## config.mk

```make
export PLATFORM = sky130hd
export DESIGN_NAME = ibex_vector_filter_ctrl
export DESIGN_NICKNAME = d
export VERILOG_FILES = /design/src/rtl/ibex_vector_filter_ctrl.sv
export SDC_FILE = /design/constraint.sdc
export NUM_CORES = 1
export LEC_CHECK = 0
export BUFFER_PORTS_ARGS = -buffer_cell sky130_fd_sc_hd__buf_2
export CAP_MARGIN = 10
export CORE_MARGIN = 1
export CORE_UTILIZATION = 46
export DETAILED_ROUTE_END_ITERATION = 10
export PLACE_DENSITY_LB_ADDON = 0.3
export SKIP_CTS_REPAIR_TIMING = 1
export SLEW_MARGIN = 20
export SYNTH_ARGS = -nofsm -noshare
export SYNTH_HDL_FRONTEND = slang
export SYNTH_SLANG_ARGS = --single-unit
```

## constraint.sdc

```tcl
create_clock -name clk_i -period 15.37 [get_ports clk_i]
set_clock_uncertainty 0.1 [all_clocks]
set_input_delay 3.8425 -clock clk_i [delete_from_list [all_inputs] [get_ports clk_i]]
set_output_delay 3.8425 -clock clk_i [all_outputs]
set_load 0.02 [all_outputs]
```

## src/rtl/ibex_vector_filter_ctrl.sv

```systemverilog
// ibex_vector_filter_ctrl
// Sequences one vector filter operation:
//   1. Accept a command.
//   2. Load three 128-bit operand registers in 32-bit beats.
//   3. Pulse the selected enable for one EXEC cycle.
//   4. Hold the captured result until the consumer takes it.
// Optional: define IBEX_VEC_FILT_PERF_CNT_EN to count completed non-error results.
module ibex_vector_filter_ctrl (
    input  logic         clk_i,
    input  logic         rst_i,
    input  logic         cmd_valid_i,
    output logic         cmd_ready_o,
    input  logic [1:0]   cmd_op_i,
    input  logic [1:0]   cmd_vsew_i,
    input  logic [4:0]   cmd_vl_i,
    input  logic         cmd_custom_filt_i,
    input  logic         data_valid_i,
    output logic         data_ready_o,
    input  logic [31:0]  data_i,
    output logic [127:0] vreg1_o,
    output logic [127:0] vreg2_o,
    output logic [127:0] vreg3_o,
    output logic [1:0]   vsew_o,
    output logic [4:0]   vl_o,
    output logic [3:0]   operator_o,
    output logic         add_en_o,
    output logic         sub_en_o,
    output logic         mult_en_o,
    output logic         custom_filt_o,
    input  logic [7:0]   result_i,
    output logic         res_valid_o,
    input  logic         res_ready_i,
    output logic [7:0]   res_data_o,
    output logic         res_err_o,
    input  logic         abort_i,
    output logic         busy_o,
    output logic [15:0]  perf_cnt_o
);

    typedef enum logic [1:0] {IDLE, LOAD, EXEC, RESP} state_t;

    localparam logic [1:0] OP_ADD = 2'b00;
    localparam logic [1:0] OP_SUB = 2'b01;
    localparam logic [1:0] OP_MUL = 2'b10;
    localparam logic [1:0] OP_RSV = 2'b11;

    state_t              state;
    logic [1:0]          op_q;
    logic [3:0]          beat_q;
    // Layout is [reg][word][bit], so beat k lands in vreg(k/4), word k%4.
    logic [2:0][3:0][31:0] vreg_q;

    // Command, load, execute and response sequencing.
    always_ff @(posedge clk_i or posedge rst_i) begin
        if (rst_i) begin
            state         <= IDLE;
            op_q          <= '0;
            beat_q        <= '0;
            vreg_q        <= '0;
            vsew_o        <= '0;
            vl_o          <= '0;
            custom_filt_o <= 1'b0;
            res_data_o    <= '0;
            res_err_o     <= 1'b0;
        end else begin
            case (state)
                IDLE: begin
                    if (cmd_valid_i) begin
                        op_q          <= cmd_op_i;
                        vsew_o        <= cmd_vsew_i;
                        vl_o          <= cmd_vl_i;
                        custom_filt_o <= cmd_custom_filt_i;
                        vreg_q        <= '0;
                        beat_q        <= '0;
                        if (cmd_op_i == OP_RSV) begin
                            res_err_o  <= 1'b1;
                            res_data_o <= '0;
                            state      <= RESP;
                        end else begin
                            state <= LOAD;
                        end
                    end
                end
                LOAD: begin
                    // An abort beats a beat arriving in the same cycle.
                    if (abort_i) begin
                        state <= IDLE;
                    end else if (data_valid_i) begin
                        vreg_q[beat_q[3:2]][beat_q[1:0]] <= data_i;
                        if (beat_q == 4'd11) begin
                            state <= EXEC;
                        end else if (custom_filt_o && beat_q == 4'd3) begin
                            // The custom filter has no second operand, so vreg2 stays zero.
                            beat_q <= 4'd8;
                        end else begin
                            beat_q <= beat_q + 4'd1;
                        end
                    end
                end
                EXEC: begin
                    if (abort_i) begin
                        state <= IDLE;
                    end else begin
                        res_data_o <= result_i;
                        state      <= RESP;
                    end
                end
                RESP: begin
                    if (res_ready_i) begin
                        res_err_o <= 1'b0;
                        state     <= IDLE;
                    end
                end
            endcase
        end
    end

    // Handshakes and enables decode straight from the state register.
    assign cmd_ready_o  = (state == IDLE);
    assign data_ready_o = (state == LOAD);
    assign res_valid_o  = (state == RESP);
    assign busy_o       = (state != IDLE);
    assign add_en_o     = (state == EXEC) && (op_q == OP_ADD);
    assign sub_en_o     = (state == EXEC) && (op_q == OP_SUB);
    assign mult_en_o    = (state == EXEC) && (op_q == OP_MUL);
    assign operator_o   = {2'b00, op_q};
    assign vreg1_o      = vreg_q[0];
    assign vreg2_o      = vreg_q[1];
    assign vreg3_o      = vreg_q[2];

`ifdef IBEX_VEC_FILT_PERF_CNT_EN
    logic [15:0] perf_q;

    // Count results the consumer accepted, excluding error results.
    // The counter wraps from 0xFFFF to 0x0000.
    always_ff @(posedge clk_i or posedge rst_i) begin
        if (rst_i) begin
            perf_q <= '0;
        end else if (state == RESP && res_ready_i && !res_err_o) begin
            perf_q <= perf_q + 16'd1;
        end
    end

    assign perf_cnt_o = perf_q;
`else
    assign perf_cnt_o = '0;
`endif

endmodule

```

# Yosys cells after proc, flatten, opt, wreduce, memory -nomap -nowiden
# Cells that the tools add are included.
dict set report word_totals {
  reg_bits 409
  inputBits 56
  output_inout_bits 428
  wordCells 91
}
dict set report classes {
  n_addsub 1
  n_lt_le_gt_ge 4
  eq_ne 17
  mux 31
  n_reduce_logical 18
}
# operator count
set ops {}
lappend ops {{two-way mux 384 bit} 3}
lappend ops {{case mux 384 bit (2 select lines)} 1}
lappend ops {{bitwise mux 384 bit} 1}
lappend ops {{demux 128 bit (select 2 bit)} 1}
lappend ops {{two-way mux 128 bit} 1}
lappend ops {{demux 32 bit (select 2 bit)} 1}
lappend ops {{two-way mux 32 bit} 1}
lappend ops {{two-way mux 8 bit} 3}
lappend ops {{two-way mux 4 bit} 5}
lappend ops {{case mux 8 bit (2 select lines)} 1}
lappend ops {{AND reduction 4 bit} 4}
lappend ops {{two-way mux 2 bit} 7}
lappend ops {{inequality test 2 bit, second input constant} 5}
lappend ops {{== test 2 bit, second input constant} 4}
lappend ops {{case mux 2 bit (4 select lines)} 1}
lappend ops {{case mux 4 bit (2 select lines)} 1}
lappend ops {{nonzero test 2 bit} 4}
lappend ops {{logical AND 1 bit} 6}
lappend ops {{< comparator 2 x 3 -> 1 bit, second input constant} 2}
lappend ops {{AND reduction 5 bit} 1}
lappend ops {{adder 4 x 1 -> 4 bit, second input constant} 1}
lappend ops {{== test 2 x 1 -> 1 bit, second input constant} 2}
lappend ops {{== test 4 x 2 -> 1 bit, second input constant} 1}
lappend ops {{== test 4 bit, second input constant} 1}
lappend ops {{8 further kinds} 13}

# Logic depth before layout (Yosys ltp)
# Gate-level depths: netlist (run 1).
dict set report depth {
  ltp_word 10
  depth_mapped 7
  depth_no_buf 5
}

# Least setup slack after synthesis (run 1)
# Ideal clock, no wire load.
dict set report synth_path {
  path_kind {register to output}
  from {register state[0]}
  to {output port mult_en_o}
  arrival_ns 1.311
  required_time_ns 11.428
  slack_ns 10.117
  stages_incl_launch_ff 4
  n_path_buf 1
  path_cell_list {dfrtp_1 -> clkbuf_1 -> nand2b_1 -> nor3b_1}
}
dict set report synth_between {
  elab_chain_len 2
}
# item line
set synth_rtl {}
lappend synth_rtl {{start: declaration} 47} ;# state_t state;
lappend synth_rtl {{start signal: assignment} 56} ;# state <= IDLE;
lappend synth_rtl {{start signal: assignment} 78} ;# state <= RESP;
lappend synth_rtl {{start signal: assignment} 80} ;# state <= LOAD;
lappend synth_rtl {{== test 2 bit} 125} ;# assign mult_en_o = (state == EXEC) && (op_q == OP_MUL);
lappend synth_rtl {{logical AND 1 bit} 125}
lappend synth_rtl {{end: declaration} 28} ;# output logic mult_en_o,
# Every way passes these cells.

# Worst setup path after layout (run 1)
dict set report layout_path {
  from {register state[1]}
  to {output port data_ready_o}
}
dict set report layout_between {
  elab_chain_len 1
}
# item line
set layout_rtl {}
lappend layout_rtl {{== test 2 x 1 -> 1 bit} 120} ;# assign data_ready_o = (state == LOAD);
lappend layout_rtl {{end: declaration} 18} ;# output logic data_ready_o,
# Every way passes these cells.

==> summary.md, run 1 <==
| Metric | Value |
|---|---|
| First-pass GRT wire length | `77.4 mm` |
| Max-cap violation count | `0` |
| Hold EP | `vreg3_o[89]` |
| Cell variety after synth | `38` |
| Top cell type's share of synthesized area | `between 60% and 70%` |
| Util after Layout | `just under 60%` |
| Power Density | `172 nW/um^2` |
| Fin crit period | `6.38 ns` |
| Synth cell count leaders | `dfrtp_1 (409), a32o_1 (289), clkbuf_1 (91)` |
| WL final | `51.6 mm` |
| H-Tree Depth | `2` |
| Largest net degree at the start of global routing | `around 180` |
| Post-synthesis average cell area | `14.0 sq um` |
| Compound-Gate Fraction of Synth Area | `23.7%` |
| Placed Area | `18400 sq um` |
| Sequential fraction of the synthesis area | `64.4%` |
| Worst vdd ir | `0.000157 V` |
| I/O pins | `484` |
| Hold Slack | `0.383 ns` |
| Die Footprint | `35300 sq um` |
| Via/cell ratio | `between 6 and 7` |
| Syn Inst Count | `1135` |
| Slew HR | `around a quarter` |
| RSZ-0062 raised after global routing | `false` |
| Worst Path Buf+Inv | `3` |
| DRT antenna net count | `0` |
| Number of synthesized flops with an enable pin | `0` |
| Hold/Removal Path Class | `flop to flop` |
| Die H | `188 um` |
| Share of layout cells above drive strength 1 | `38.1%` |
| Warnings from Yosys | `0` |
| Status | `finished, final reports clean` |
| Placed cells | `1912` |
| Synth Area in Simple Gates | `under 10%` |
| R2R depth | `5` |
| Max Freq | `157 MHz` |
| Worst Path Required | `11.43 ns` |
| CP Class | `flop to output pin` |
| DR DRC count | `0` |
| Hold depth | `1` |
| Number of global-route vias before repair | `12300` |
| DR WL/cell | `25.9 um` |
| First drt pass iteration count | `5` |
| Most used DFF post-synth | `dfrtp_1` |
| Main combinational cell family by area after synthesis | `compound AO/OA/AOI/OAI gates` |
| Worst path cell trace | `nand2b_1 > buf_4 > inv_2 > buf_2` |
| Reg2reg start | `state[1]` |
| Total track usage | `around 29%` |
| Worst r2r dst | `vreg2_o[31]` |
| Area delta synth->final | `25.6%` |
| Clock Latency Late Sink | `0.54 ns` |
| Setup TNS | `0 ns` |
| Multiplexer share of the synthesized area | `2.66%` |
| #FFs+latches synth | `between 400 and 500` |
| Post-synthesis async set-or-reset flop share | `100%` |
| Non-filler cells in the finished layout | `1995` |
| Crit-path leading delay family | `buffers and inverters` |
| GPL Wtd Cong | `0.817` |
| Crit share post-route | `41.5%` |
| Overall power | `around 3.4 mW` |
| Xor-xnor portion of the synthesized cell area | `0%` |
| Netlist Area Pre-Place | `15900 sq um` |
| Setup WS pre-CTS | `9.02 ns` |
| Hold violation count in the final report | `0` |
| CTS buffer count | `between 40 and 50` |
| Initial drt markers | `1060` |
| Clock sink count | `409` |
| Crit path largest cell delay | `0.62 ns` |
| Core area | `33800 sq um` |
| Static leakage | `10.4 nW` |
| Initial Utilization | `between 40% and 50%` |
| Worst-path clk slew | `0.06 ns` |
| Ant diodes | `0` |
| CP arrival | `around 2.4 ns` |
| # setup viols final | `0` |
| Via Count | `12600` |
| Startpoint Class | `flop` |
| Slew @ Worst Pin | `approximately 1.1 ns` |
| Critical path endpoint category | `output pin` |
| Clock Tree Root | `clkbuf_16` |
| CTS tree | `done` |
| Number of port buffers | `approximately 470` |
| Clk buf depth | `3` |
| Post-synthesis adder-cell area fraction | `0.315%` |
| Layout Nets | `1576` |
| Placed wire-length estimate | `31.6 mm` |
| PnR worst setup slack | `8.99 ns` |
| Row Count | `67` |
| Synth area leader | `dfrtp_1` |
| Chip Width | `roughly 190 um` |
| Fin area | `20000 sq um` |
| Crit Path Max Fanout | `34` |
| Most frequent cell after synthesis | `dfrtp_1` |
| CP max stage cell | `inv_2` |
| FF-to-FF setup slack | `12.38 ns` |
| Ranking of synthesized cells by area | `dfrtp_1 (64%), a32o_1 (18%), a22o_1 (4.1%)` |
| Hold_sp | `vreg3_o[89]` |
| Antenna violations before repair | `0` |
| Max-slew violation count | `0` |
| Gr ovfl total | `0` |
power by group:
group	leakage, nW	switching, mW	internal (mW)	total [mW]
Clock	0.687	0.414	0.608	1.02
Sequential	5.63	0.0794	1.21	1.29
Combinational	4.07	0.801	0.332	1.13
sequential cells by signal (all words and copies together) (netlist names):
register,cells
vreg1_o,128
vreg2_o,128
vreg3_o,128
res_data_o,8
vl_o,5
beat_q,4
op_q,2
state,2
vsew_o,2
custom_filt_o,1
res_err_o,1
layer usage:
layer | share of wire (%) | track usage, %
met5 | 0 | 0
met2 | 48 | 46.6
met3 | 9.1 | 6.51
met1 | 39 | 37.7
met4 | 4.0 | 11.8
area by class of cell:
| cell class | count | area (sq um) |
|---|---|---|
| clock buffers | 64 | 1280 |
| clock inverters | 12 | 121 |
| fillers | 2749 | 13800 |
| inverters | 39 | 154 |
| multi-input cells | 530 | 4900 |
| flip-flops and latches | 409 | 10200 |
| well taps | 448 | 561 |
| repair buffers | 493 | 2720 |
logic make-up after synthesis:
logic type / Yosys count
compound gates: 389
simple gates: 78
flops: 409
other cells: 1
fa+ha+maj: 4
mux: 41
buf+inv: 213
cell usage in the layout (no fill, tap or decap), types with 2 or more instances in the layout:
| cell | n |
|---|---|
| clkinv_2 | 7 |
| clkbuf_1 | 11 |
| nand2b_1 | 4 |
| and3b_1 | 7 |
| buf_2 | 465 |
| a21oi_1 | 2 |
| clkbuf_16 | 45 |
| mux2i_1 | 31 |
| ha_4 | 3 |
| and3_1 | 3 |
| buf_16 | 8 |
| nor2_1 | 5 |
| nand4b_1 | 2 |
| clkbuf_8 | 8 |
| dfrtp_1 | 409 |
| nor3b_1 | 6 |
| buf_12 | 2 |
| nor2b_1 | 4 |
| mux2_2 | 10 |
| nand2_1 | 35 |
| a22o_1 | 74 |
| o22ai_1 | 2 |
| inv_8 | 2 |
| and2_4 | 3 |
| conb_1 | 18 |
| inv_1 | 37 |
| o21ai_0 | 6 |
| and2_1 | 2 |
| buf_4 | 18 |
| clkinvlp_4 | 2 |
| a32o_1 | 289 |
| o22ai_4 | 11 |
| bufinv_16 | 2 |
how the worst max path moves through the flow:
| stage | from | endpoint | slack (ns) | cells past startpoint |
|---|---|---|---|---|
| final | state[1] | data_ready_o | 8.99 | 4 |
| after global routing | state[1] | data_ready_o | 8.88 | 4 |
| after CTS | state[1] | data_ready_o | 8.97 | 4 |
| after detailed placement | abort_i | vreg2_o[95] | 9.02 | 6 |
| after global placement | abort_i | vreg3_o[86] | 9.09 | 6 |
| after floorplan | rst_i | beat_q[0] | 0.05 | 1 |
(Power assumes the default switching activity.)
==> run 2: changes to the inputs <==
CORE_AREA = 2 2 191 193   (was not set)
CORE_MARGIN = not set   (was 1)
CORE_UTILIZATION = not set   (was 46)
DIE_AREA = 0 0 193 195   (was not set)
clock period = 6.2 ns   (was 15.37 ns; I/O delays follow)
==> run 2 against run 1 <==
Compared with the run above:
- wire length is 2.2% higher
- register-to-register slack worse by 9.5 ns
- clock power increased by 150%
- count of clock-buffer cells in the layout decreased by 1
- cell count rose by 0.55%
- sequential cell count did not move
- combinational power up 150%
- cell area barely moved
- worst setup slack worse by 6.9 ns
==> summary.md, run 2 (synthesized netlist as in run 1, its figures left out) <==
| Metric | Value |
|---|---|
| DR DRC count | `0 (unchanged)` |
| Core area | `35400 sq um (+4.8%)` |
| Clock Latency Late Sink | `0.53 ns (about the same)` |
| First drt pass iteration count | `5 (unchanged)` |
| Share of layout cells above drive strength 1 | `38.4% (+0.24 points)` |
| Total track usage | `27.2% (-1.7 points)` |
| GPL Wtd Cong | `0.805 (-1.5%)` |
| Ant diodes | `0 (unchanged)` |
| R2R depth | `6 (+1)` |
| Status | `finished, final reports clean` |
| CP max stage cell | `inv_2` |
| Hold_sp | `vreg1_o[57]` |
| Hold/Removal Path Class | `flop to flop` |
| Met3 Track Usage GR | `6.58% (+0.065 points)` |
| Clk pwr share | `29.6% (about the same)` |
| I/O pins | `484 (unchanged)` |
| WL final | `52.7 mm (+2.2%)` |
| Crit Path Max Fanout | `34 (unchanged)` |
| FF-to-FF setup slack | `2.88 ns (-9.50 ns)` |
| DRT antenna net count | `0 (unchanged)` |
| Met2 usage | `42.9% (-3.6 points)` |
| Area delta synth->final | `25.7% (about the same)` |
| Largest net degree at the start of global routing | `137 (-25%)` |
| Gr ovfl total | `0 (unchanged)` |
| Overall power | `8.54 mW (+150%)` |
| Layout Nets | `1576 (unchanged)` |
| Clock Tree Root | `clkbuf_16` |
| Number of global-route vias before repair | `12100 (-1.0%)` |
| Util after Layout | `56.5% (-2.7 points)` |
| # setup viols final | `0 (unchanged)` |
| Internal power | `5.31 mW (+150%)` |
| RSZ-0062 raised after global routing | `false` |
| Critical path endpoint category | `output pin` |
| Chip Width | `193 um (+2.7%)` |
| Fin area | `20000 sq um (about the same)` |
| Static leakage | `10.4 nW (about the same)` |
| Hold violation count in the final report | `0 (unchanged)` |
| Hold EP | `vreg1_o[57]` |
| Sequential share of power | `37.6% (+0.2 points)` |
| Max-slew violation count | `0 (unchanged)` |
| Placed Area | `18400 sq um (+0.29%)` |
| CP Class | `flop to output pin` |
| Worst Path Required | `4.55 ns (-6.88 ns)` |
| Logic pwr share | `32.8% (about the same)` |
| Crit path largest cell delay | `0.65 ns (+0.03 ns)` |
| Fin crit period | `4.13 ns` |
| CP arrival | `2.48 ns (+0.04 ns)` |
| Setup TNS | `0 ns (unchanged)` |
| H-Tree Depth | `2 (unchanged)` |
| CTS tree | `done` |
| Power Density | `427 nW/um^2 (+150%)` |
| Reg2reg start | `state[1]` |
| Via Count | `12500 (-0.87%)` |
| Hold depth | `1 (unchanged)` |
| Slew @ Worst Pin | `1.09 ns (-0.0383 ns)` |
| Number of port buffers | `465 (unchanged)` |
| Row Count | `69 (+3.0%)` |
| GR Layer Usage met1 | `36.1% (-1.7 points)` |
| Worst-path clk slew | `0.06 ns (about the same)` |
| Commonest cells after routing, fill and taps aside | `buf_2 (465), dfrtp_1 (409), a32o_1 (289)` |
| Worst Path Buf+Inv | `3 (unchanged)` |
| First-pass GRT wire length | `77.5 mm (+0.14%)` |
| Slew HR | `27.1% (+2.3 points)` |
| Max-cap violation count | `0 (unchanged)` |
| Filler cells | `2945 (+7.1%)` |
| Crit-path leading delay family | `buffers and inverters` |
| Crit share post-route | `between 60% and 70%` |
| Startpoint Class | `flop` |
| DR WL/cell | `26.3 um (+1.7%)` |
| GR peak layer | `met2` |
| Placed wire-length estimate | `33.0 mm (+4.6%)` |
| Die Footprint | `37600 sq um (+6.6%)` |
| Worst r2r dst | `vreg3_o[107]` |
| Clock sink count | `409 (unchanged)` |
| Critical Path Stages | `4 (unchanged)` |
| Worst vdd ir | `0.000273 V (+73%)` |
| CTS buffer count | `43 (unchanged)` |
| Initial drt markers | `942 (-11%)` |
| Initial Utilization | `44.9% (-2.1 points)` |
| Sw power | `3.23 mW (+150%)` |
| Worst path cell trace | `nand2b_1 > buf_4 > inv_2 > buf_2` |
| Clk buf depth | `3 (unchanged)` |
| Most common cell after layout, fill and taps aside | `buf_2` |
| Die H | `195 um (+3.8%)` |
| Max Freq | `between 200 and 250 MHz` |
| Switching share of power | `37.8% (+0.20 points)` |
| Via/cell ratio | `6.22 (-1.4%)` |
| Antenna violations before repair | `0 (unchanged)` |
==> run 2: cell count changes in the layout (fill, tap and decap cells not counted), sizes merged <==
| cell | before | now |
|---|---|---|
| clkinvlp | 2 | 1 |
| clkinv | 7 | 10 |
| bufinv | 2 | 1 |
| inv | 40 | 38 |
| clkbuf | 64 | 63 |
==> run 2: metal layers <==
| metal | vias up | routed length (um) |
|---|---|---|
| met5 | - | 0 |
| met1 | 6549 | 20600 |
| li1 | 5153 | - |
| met2 | 662 | 24800 |
| met3 | 122 | 5160 |
| met4 | 0 | 2200 |
==> run 2: how the worst max path moves through the flow <==
stage              from            to  slack [ns]
5_1_grt        state[1]  data_ready_o        1.98
2_1_floorplan     rst_i     beat_q[0]       -0.96
3_3_place_gp    abort_i  vreg3_o[114]        2.25
3_5_place_dp    abort_i  vreg3_o[109]        2.17
4_1_cts        state[1]  data_ready_o        2.09
6_report       state[1]  data_ready_o        2.07
==> run 2: layout make-up <==
class | count | area, sq um | area share (%)
clock buffers | 63 | 1300 | 6.52
multi-input cells | 530 | 4900 | 24.5
flip-flops and latches | 409 | 10200 | 51.2
well taps | 461 | 577 | 2.89
clock inverters | 11 | 83.8 | 0.419
inverters | 39 | 150 | 0.751
repair buffers | 493 | 2740 | 13.7
==> run 2: stage by stage <==
step / std cells / hold WS, ns / setup WS [ns]
3_5_place_dp: 1926 / 0.375 / 2.17
6_report: 2006 / 0.382 / 2.07
5_1_grt: 2006 / 0.396 / 1.98
2_1_floorplan: 1152 / 0.449 / -0.962
3_3_place_gp: 1923 / 0.368 / 2.25
4_1_cts: 2000 / 0.388 / 2.09
==> run 2: power by group through the flow <==
stage	clock network, mW	registers [mW]	logic (mW)
after detailed placement	0	3.25	2.76
after CTS	2.56	3.21	2.76
after global placement	0	3.23	2.66
final	2.52	3.21	2.81
after floorplan	0	3.60	1.34
after global routing	2.68	3.24	2.96
==> run 2: worst register-to-register path, cell delays in order, from the launching register on <==
cell and delay [ns]:
dfrtp_1 0.58, nand2b_1 0.17, buf_4 0.33, inv_2 0.42, a2bb2oi_4 0.99, buf_4 0.41
mux2i_1 0.24
==> run 3: changes to the inputs <==
CORE_AREA = not set   (was 2 2 191 193)
CORE_MARGIN = 1   (was not set)
CORE_UTILIZATION = 46   (was not set)
DIE_AREA = not set   (was 0 0 193 195)
clock period = 3.7 ns   (was 6.2 ns; I/O delays follow)
==> run 3 against run 2 <==
Compared with the run above:
- count of clock-buffer cells in the layout increased by 4
- critical path depth down 1
- sequential power up 68%
- worst hold slack lost 0.13 ns
- power is 71% higher
- sequential share of layout area shrank 0.49 points
- clock power is 79% higher
- sequential cell count stayed put
- global-route usage up 2.3 points
- largest power group unchanged
==> summary.md, run 3 (synthesized netlist as in run 1, its figures left out) <==
| Metric | Value |
|---|---|
| Worst Path Required | `2.67 ns (-1.88 ns)` |
| Hold/Removal Path Class | `primary input to async pin` |
| # setup viols final | `0 (unchanged)` |
| Clk buf depth | `3 (unchanged)` |
| Gr ovfl total | `0 (unchanged)` |
| Initial drt markers | `1019 (+8.2%)` |
| Crit-path leading delay family | `flip-flops` |
| DR WL/cell | `26.1 um (-0.61%)` |
| Number of port buffers | `465 (unchanged)` |
| Row Count | `67 (-2.9%)` |
| Filler cells | `2727 (-7.4%)` |
| Register area | `10200 sq um (unchanged)` |
| CTS buffer count | `43 (unchanged)` |
| Number of global-route vias before repair | `12600 (+3.4%)` |
| Area delta synth->final | `26.9%` |
| Crit path largest cell delay | `0.51 ns (-0.14 ns)` |
| GPL Wtd Cong | `0.822 (+2.1%)` |
| Total track usage | `29.5% (+2.3 points)` |
| Max Freq | `370 MHz` |
| DRT antenna net count | `0 (unchanged)` |
| Placed wire-length estimate | `34.0 mm (+3.1%)` |
| Via/cell ratio | `6.31 (+1.4%)` |
| Antenna violations before repair | `0 (unchanged)` |
| H-Tree Depth | `2 (unchanged)` |
| Max-slew violation count | `0 (unchanged)` |
| Ant diodes | `0 (unchanged)` |
| Clock Tree Root | `clkbuf_16` |
| PnR worst setup slack | `0.994 ns (-1.08 ns)` |
| Share of layout cells above drive strength 1 | `38.8% (+0.46 points)` |
| Largest net degree at the start of global routing | `131 (-4.4%)` |
| CP Class | `flop to output pin` |
| Critical Path Stages | `3 (-1)` |
| Clock sink count | `409 (unchanged)` |
| Startpoint Class | `flop` |
| Fin area | `20200 sq um (+0.97%)` |
| DR DRC count | `0 (unchanged)` |
| Util after Layout | `59.7% (+3.3 points)` |
| Critical path endpoint category | `output pin` |
| Initial Utilization | `47.1% (+2.1 points)` |
| Die H | `188 um (-3.6%)` |
| CP arrival | `1.68 ns (-0.80 ns)` |
| FF-to-FF setup slack | `1.14 ns (-1.74 ns)` |
| Multi-input gate area | `4900 sq um (unchanged)` |
| Overall power | `14.6 mW (+71%)` |
| Most common cell after layout, fill and taps aside | `buf_2` |
| Via Count | `12700 (+1.5%)` |
| Slew @ Worst Pin | `1.04 ns (-0.0450 ns)` |
| First drt pass iteration count | `5 (unchanged)` |
| Hold Slack | `0.255 ns (-0.127 ns)` |
| CTS tree | `done` |
| Chip Width | `188 um (-2.6%)` |
| Clock Latency Late Sink | `0.52 ns (about the same)` |
| R2R depth | `7 (+1)` |
| First-pass GRT wire length | `79.3 mm (+2.4%)` |
| CP max stage cell | `dfrtp_1` |
| Placed cells | `1928 (+0.10%)` |
| Crit share post-route | `roughly three quarters` |
| Non-filler cells in the finished layout | `2008 (+0.10%)` |
| Setup TNS | `0 ns (unchanged)` |
| Commonest cells after routing, fill and taps aside | `buf_2 (465), dfrtp_1 (409), a32o_1 (289)` |
| Worst-path clk slew | `0.06 ns (about the same)` |
| Status | `finished, final reports clean` |
| Die Footprint | `35300 sq um (-6.2%)` |
| Power Density | `724 nW/um^2 (+69%)` |
| Fin crit period | `2.71 ns` |
| Worst vdd ir | `0.000422 V (+54%)` |
| Hold violation count in the final report | `0 (unchanged)` |
| Worst path cell trace | `nand2b_1 > nor3b_1 > buf_2` |
| Crit Path Max Fanout | `12 (-65%)` |
| WL final | `52.5 mm (-0.51%)` |
| Max-cap violation count | `0 (unchanged)` |
| Placed Area | `18600 sq um (+1.0%)` |
| Layout Nets | `1587 (+0.70%)` |
| Worst Path Buf+Inv | `1 (-2)` |
| I/O pins | `484 (unchanged)` |
| Slew HR | `30.4% (+3.3 points)` |
| Static leakage | `10.5 nW (+1.0%)` |
| Setup WS pre-CTS | `0.817 ns (-1.35 ns)` |
| Core area | `33800 sq um (-4.6%)` |
| RSZ-0062 raised after global routing | `false` |
## run 3: changes by cell type in the layout (fill, tap and decap cells not counted), moves of 3 or more
cell and change:
clkinv_2 -3, buf_4 +7, buf_16 -3, bufinv_16 +3
buf_12 +5
## run 3: final timing paths
check,endpoint,from
worst max-delay path,mult_en_o,state[0]
worst max register to register,vreg1_o[50],beat_q[1]
worst min-delay path,vreg3_o[118],rst_i
max in group asynchronous,vreg3_o[48],rst_i
worst min register to register,vreg3_o[87],vreg3_o[87]
min in group clk_i,vreg3_o[87],vreg3_o[87]
## run 3: area by class of cell
| cell class | count | share of cell area, % |
|---|---|---|
| Sequential cell | 409 | 50.7 |
| Multi-Input combinational cell | 530 | 24.3 |
| Timing Repair Buffer | 504 | 14.1 |
| Clock buffer | 67 | 6.63 |
| Tap cell | 448 | 2.78 |
| Clock inverter | 11 | 0.787 |
| Inverter | 39 | 0.744 |
## run 3: routing by layer
metal / global-route usage, % / up-vias / wire length, um
met5: 0 / - / 0
li1: - / 5185 / -
met4: 14.6 / 0 / 2410
met2: 46.6 / 724 / 25100
met3: 6.14 / 140 / 4290
met1: 38.8 / 6620 / 20700
## run 3: power by group
| part | internal [mW] | switching (mW) | leakage (nW) |
|---|---|---|---|
| logic | 1.44 | 3.28 | 4.13 |
| clock network | 2.76 | 1.74 | 0.743 |
| registers | 5.02 | 0.363 | 5.63 |
| total | 9.22 | 5.38 | 10.5 |
